$ cat config.mk
export PLATFORM = sky130hd
export DESIGN_NAME = irq_req_latch_8
export DESIGN_NICKNAME = d
export VERILOG_FILES = /design/src/rtl/irq_pkg.sv /design/src/rtl/prio_pick_8.sv /design/src/rtl/irq_req_latch_8.sv
export SDC_FILE = /design/constraint.sdc
export NUM_CORES = 1
export LEC_CHECK = 0
export CAP_MARGIN = 25
export CORE_MARGIN = 2
export CORE_UTILIZATION = 45
export CTS_CLUSTER_DIAMETER = 150
export DETAILED_ROUTE_END_ITERATION = 16
export GPL_TIMING_DRIVEN = 0
export MAX_ROUTING_LAYER = met4
export PLACE_DENSITY_LB_ADDON = 0.3
export SYNTH_ARGS = -nofsm -noshare
export SYNTH_HDL_FRONTEND = slang
export SYNTH_SLANG_ARGS = --single-unit
export TNS_END_PERCENT = 20
$ cat constraint.sdc
create_clock -name clk -period 1.56 [get_ports clk]
set_input_delay 0.312 -clock clk [delete_from_list [all_inputs] [get_ports clk]]
set_output_delay 0.312 -clock clk [all_outputs]
set_load 0.01 [all_outputs]
$ cat src/rtl/irq_pkg.sv
// irq_pkg: shared sizes and FSM state type for the interrupt request latch.
package irq_pkg;
    localparam int N_REQ = 8;
    localparam int ID_W = 3;
    typedef enum logic {IDLE, PRESENT} irq_state_t;
endpackage

$ cat src/rtl/prio_pick_8.sv
// prio_pick_8: combinational highest-set-bit selector over an 8-bit vector.
module prio_pick_8
    import irq_pkg::*;
(
    input  logic [N_REQ-1:0] vec,
    output logic             any,
    output logic [ID_W-1:0]  idx
);
    always_comb begin
        idx = '0;
        for (int i = 0; i < N_REQ; i++)
            if (vec[i]) idx = ID_W'(i);
        any = |vec;
    end
endmodule

$ cat src/rtl/irq_req_latch_8.sv
// irq_req_latch_8: rising-edge request latch with highest-index valid/ack presentation.
// Optional eligibility mask port enabled by defining IRQ_MASK_EN.
module irq_req_latch_8
    import irq_pkg::*;
(
    input  logic             clk,
    input  logic             rst_n,
    input  logic [N_REQ-1:0] req,
`ifdef IRQ_MASK_EN
    input  logic [N_REQ-1:0] mask,
`endif
    input  logic             ack,
    output logic             irq_valid,
    output logic [ID_W-1:0]  irq_id,
    output logic [N_REQ-1:0] pend,
    output logic             overflow
);
    irq_state_t        state, state_nx;
    logic [N_REQ-1:0]  req_q, rise, clr, elig;
    logic [ID_W-1:0]   id_nx, pick_id;
    logic              any;

    assign rise = req & ~req_q;
    assign irq_valid = (state == PRESENT);
    assign clr = (irq_valid && ack) ? {{(N_REQ-1){1'b0}}, 1'b1} << irq_id : '0;
`ifdef IRQ_MASK_EN
    assign elig = pend & mask;
`else
    assign elig = pend;
`endif

    prio_pick_8 u_pick (.vec(elig), .any(any), .idx(pick_id));

    always_ff @(posedge clk) begin
        if (!rst_n) begin
            state    <= IDLE;
            irq_id   <= '0;
            pend     <= '0;
            overflow <= 1'b0;
            req_q    <= '1;
        end else begin
            state    <= state_nx;
            irq_id   <= id_nx;
            pend     <= (pend & ~clr) | rise;
            overflow <= |(rise & pend & ~clr);
            req_q    <= req;
        end
    end

    // Presented ID is latched once in IDLE and held until acked; no preemption.
    always_comb begin
        state_nx = state;
        id_nx    = irq_id;
        if (state == IDLE && any) begin
            state_nx = PRESENT;
            id_nx    = pick_id;
        end else if (state == PRESENT && ack) begin
            state_nx = IDLE;
        end
    end
endmodule

Word level (Yosys, flattened, before mapping)
Index checks and enable logic that the tools add are counted.
- register bits: 21
- input port bits: 11
- output and inout bits: 13
- word-level logic and storage cells: 29
- shift-type cells: 1
- muxes and demuxes: 10
- bitwise gates (word level): 8
- reduce and logical (&&, ||, !) cells: 5
- operator list (operator ; number):
    8-bit bitwise AND ; 4
    8-bit NOT ; 2
    8-bit OR reduction ; 2
    3-bit 2-to-1 mux ; 4
    8-bit 2-to-1 mux ; 1
    8-bit bitwise OR ; 1
    1-bit by 3-bit left shift with 8-bit output, first input constant ; 1
    2-bit 2-to-1 mux ; 2
    1-bit 2-to-1 mux ; 3
    1-bit logical AND ; 2
    2-bit nonzero test ; 1
    1-bit NOT ; 1

Depth between registers and ports, before layout
- word-level depth: 7
- depth in mapped cells: 5

Modules after synthesis
Synthesis repeated with hierarchy kept, for this count alone.
- cells, all modules: 87
- area total of the unflattened synthesis: 843.3 um2
- by module, submodules not included (module ; instances ; cells an instance ; area each (um2) ; seq. area each (um2)):
    irq_req_latch_8 ; 1 ; 75 ; 777.0 ; 420.4
    prio_pick_8 ; 1 ; 12 ; 66.3 ; 0.0

Worst setup path before layout
No wires, ideal clock.
- kind: register to register
- start point: reg state, in the netlist irq_valid
- end point: reg overflow
- arrival: 1.279 ns
- required time: 1.440 ns
- setup slack: 0.161 ns
- cell stages (with the launch flop): 6
- clock period less this slack: 1.399 ns
- path through: dfxtp_1 -> nand2_2 -> o31ai_2 -> o22a_1 -> o221ai_2 -> o31a_1
- cells in the longest elaborated chain, start to end: 5
- ends and longest elaborated chain (item ; line ; text):
    start: declaration ; irq_req_latch_8.sv:18 ; irq_state_t state, state_nx;
    start signal: assignment ; irq_req_latch_8.sv:42 ; state <= state_nx;
    1-bit logical AND ; irq_req_latch_8.sv:25 ; assign clr = (irq_valid && ack) ? {{(N_REQ-1){1'b0}}, 1'b1} << irq_id : '0;
    8-bit 2-to-1 mux ; irq_req_latch_8.sv:25 ;
    8-bit NOT ; irq_req_latch_8.sv:45 ; overflow <= |(rise & pend & ~clr);
    8-bit bitwise AND ; irq_req_latch_8.sv:45 ;
    8-bit OR reduction ; irq_req_latch_8.sv:45 ;
    end signal: assignment ; irq_req_latch_8.sv:45 ;
    end: declaration ; irq_req_latch_8.sv:16 ; output logic overflow
No other way between the ends.
A chain may end at the register's enable or synchronous reset.

Worst setup path after layout
- start point: in ack
- end point: reg overflow
- cells in the longest elaborated chain, start to end: 5
- ends and longest elaborated chain (item ; line ; text):
    start: declaration ; irq_req_latch_8.sv:12 ; input logic ack,
    1-bit logical AND ; irq_req_latch_8.sv:25 ;
    8-bit 2-to-1 mux ; irq_req_latch_8.sv:25 ;
    8-bit NOT ; irq_req_latch_8.sv:45 ;
    8-bit bitwise AND ; irq_req_latch_8.sv:45 ;
    8-bit OR reduction ; irq_req_latch_8.sv:45 ;
No other way between the ends.

==> results.yml <==
clock_network:
  cts_buffers: 3
  clk_latency_ps: 290
  postCtsSetupBuffers: 0
  clock-root-buffer: "clkbuf_4"
  path_clk_slew_ps: 110
  cts_max_path_buffers: 2
  cts.sinks: 21
  htreeDepth: 1
  cts_tree: "yes"
setup_path:
  cp.required_ps: 1740
  start_kind: "input pin"
  worstRegToRegCells: 4
  cp_max_fo: 5
  critPathSlowestCell: "clkdlybuf4s50_1"
  crit_path_start: "ack"
  path_cells: "clkdlybuf4s50_1 -> nand2_2 -> o41ai_1 -> o22ai_1 -> o31a_1"
  crit_type: "input pin to flip-flop"
  crit_end: "overflow"
  end_kind: "flip-flop"
  r2r-start: "irq_id[1]"
  cp.arrival_ps: 1740
  r2r_end: "overflow"
  slowest_delay_ps: 520
  rrSetupSlack_ps: 140
detailed_routing:
  wirelength_mm: 1.76
  route.detailed.drc: 0
  ant_nets: 0
  vias: 733
  wl_per_cell_um: 12.9
  vias_per_cell: 5.35
  drt_iter0_drc: 16
  dr.pass1.iters: 4
layout:
  seq_area_sq_um: 444
  layout.nets: 124
  n_antenna_cell: 0
  final_util_pct: 67.5
  syn_to_final_growth_pct: 40.2
  drive_above_1_share_pct: 17.9
  multi_input_comb_area_sq_um: 408
  fin_cells: 137
  nFillCells: 151
  mostFrequentLayoutCells: "17 x nand2b_1, 13 x clkdlybuf4s50_1, 10 x dfxtp_1"
  mostFrequentLayoutCell: "nand2b_1"
sta:
  fmax_ghz: 0.641
  setup_viol: 1
  hold_violations: 0
  worst_slack_ps: -0.445
  finClkSkew_ps: 8.94
  finalCritPeriodShare_pct: 100
  max-slew-margin-rel_pct: 70.3
  worst_pin_slew_ps: 442
  rsz0062_at_grt: "yes"
  finalMaxSlewViolations: 0
  fin_crit_ps: 1560
place:
  dp_cells: 133
  pre_cts_slack_ps: -304
  dpl.hpwl_mm: 1.30
  place.gp.congestion: 0.824
  portBuffers: 23
grt:
  antenna_found_initial: 0
  grt_use_total_pct: 18.3
  grt_pass1_vias: 629
  grt_pass1_wl_mm: 2.79
  globalRouteOverflowTotal: 0
  grt_max_degree: 13
floorplan:
  dieArea_sq_um: 2230
  die_w_um: 47.2
  die_y_um: 47.2
  num_rows: 15
  ios: 24
  core_sq_um: 1750
  start_util_pct: 48.1
job:
  cap_viol_max_count: 0
logic_synthesis:
  synth_fp_nets: 96
  yosysWarnings: 0
  synth_cell_type_count: 25
  ys_seq_area_share_pct: 50.1
  netlist_area_sq_um: 840
  syn_avg_cell_area_sq_um: 9.88
  syn_inst: 85
  ys_ff_latch: 21
worst_hold_path:
  min-delay-start: "pend[0]"
  hold_path.class: "flip-flop to flip-flop"
power_and_ir_drop:
  irDropWorstVdd_uv: 685
  internal-power_uw: 790
  combPwrFrac_pct: 18.3
  clkPwrFrac_pct: 22.8
  p_sw_uw: 295
  p_leak_nw: 0.543
  switching_share_pct: 27.2
  p_per_area_nw_per_um2: 921
  seqPwrFrac_pct: 58.9
run_status:
  failed_checks: "negative setup slack"
  status: "finished with violations"
[critical path, delay by kind of cell]
| kind | cells | cell delay (ps) |
|---|---|---|
| AO/OA/AOI/OAI | 3 | 780 |
| buffers and inverters | 1 | 520 |
| AND/OR/NAND/NOR | 1 | 130 |
[stage by stage]
| stage | area [sq um] | TNS, ps | total power, mW | hold slack (ps) |
|---|---|---|---|---|
| after floorplan | 840 | 0 | 0.731 | 385 |
| after global placement | 1100 | -336 | 0.843 | 513 |
| after detailed placement | 1100 | -308 | 0.846 | 515 |
| after CTS | 1150 | -5.10 | 1.09 | 530 |
| after global routing | 1180 | -22.4 | 1.15 | 550 |
| final | 1180 | -0.445 | 1.08 | 516 |
[kinds of logic (layout without fill, tap and decap cells)]
kind of cell           count (synthesis)  after routing  share of synthesized area (%)
AOI/OAI and AO/OA                     32             32                           28.9
DFF                                   21             21                           50.1
buffers and inverters                  5             32                           2.24
and+or+nand+nor                       27             27                           18.8
[flip-flops by register name, summed over array words and instances (netlist names)]
name	count
irq_id	3
irq_valid	1
overflow	1
pend	8
req_q	8
[routing by layer]
metal / share of wire, % / vias to the layer above / GRT usage [%] / routed length (um)
met1: 46 / 342 / 22.5 / 811
li1: - / 369 / - / -
met3: 4.1 / 2 / 5.38 / 72
met2: 49 / 20 / 28.5 / 864
met5: 0 / - / - / 0
met4: 0.79 / 0 / 6.67 / 14
[what timing repair did]
item                       in CTS  in global routing
hold buffers                    0                  0
setup endpoints to repair      10                 11
resized for setup              15                 11
[power groups by stage]
stage | logic (mW) | clock network [mW] | registers, mW
global placement | 0.203 | 0 | 0.640
global route | 0.220 | 0.283 | 0.646
detailed placement | 0.207 | 0 | 0.640
finish | 0.199 | 0.247 | 0.638
floorplan | 0.0915 | 0 | 0.640
CTS | 0.202 | 0.257 | 0.635
[synthesized netlist by cell type]
| cell type | instances | area, sq um |
|---|---|---|
| o31ai_2 | 1 | 12.5 |
| nor2_1 | 2 | 7.51 |
| a21boi_0 | 8 | 60.1 |
| o41ai_1 | 2 | 17.5 |
| nand3_1 | 1 | 5.00 |
| a21oi_1 | 4 | 20.0 |
| a41o_2 | 1 | 11.3 |
| nor2b_1 | 1 | 6.26 |
| clkbuf_1 | 2 | 7.51 |
| nand2_2 | 1 | 6.26 |
| nand2_1 | 2 | 7.51 |
| o22a_1 | 1 | 8.76 |
| o221ai_2 | 1 | 15.0 |
| o22ai_1 | 2 | 12.5 |
| nor4_1 | 2 | 12.5 |
| o31a_1 | 1 | 8.76 |
| o31ai_1 | 2 | 15.0 |
| dfxtp_1 | 21 | 420 |
| inv_1 | 3 | 11.3 |
| and2_1 | 1 | 6.26 |
| nand2b_1 | 17 | 106 |
| o21bai_1 | 1 | 7.51 |
| o211a_1 | 2 | 20.0 |
| o311ai_0 | 1 | 8.76 |
| o21ai_0 | 5 | 25.0 |
[worst min path at each step]
stage	end	slack (ps)	depth (start not counted)
after CTS	pend[3]	530	2
after detailed placement	pend[3]	510	2
after global placement	pend[1]	510	2
after global routing	pend[0]	550	2
after floorplan	req_q[0]	390	1
final	pend[0]	520	2
[cell type report]
class                      count  share of cell area [%]
buffer                         2                   0.638
inverter                       3                   0.956
clock inverter                 1                   0.425
sequential                    21                    37.7
clock buffer                   3                    1.91
tap                           25                    2.66
multi-input combinational     59                    34.6
timing repair buffer          23                    21.0
(Power assumes the default switching activity.)
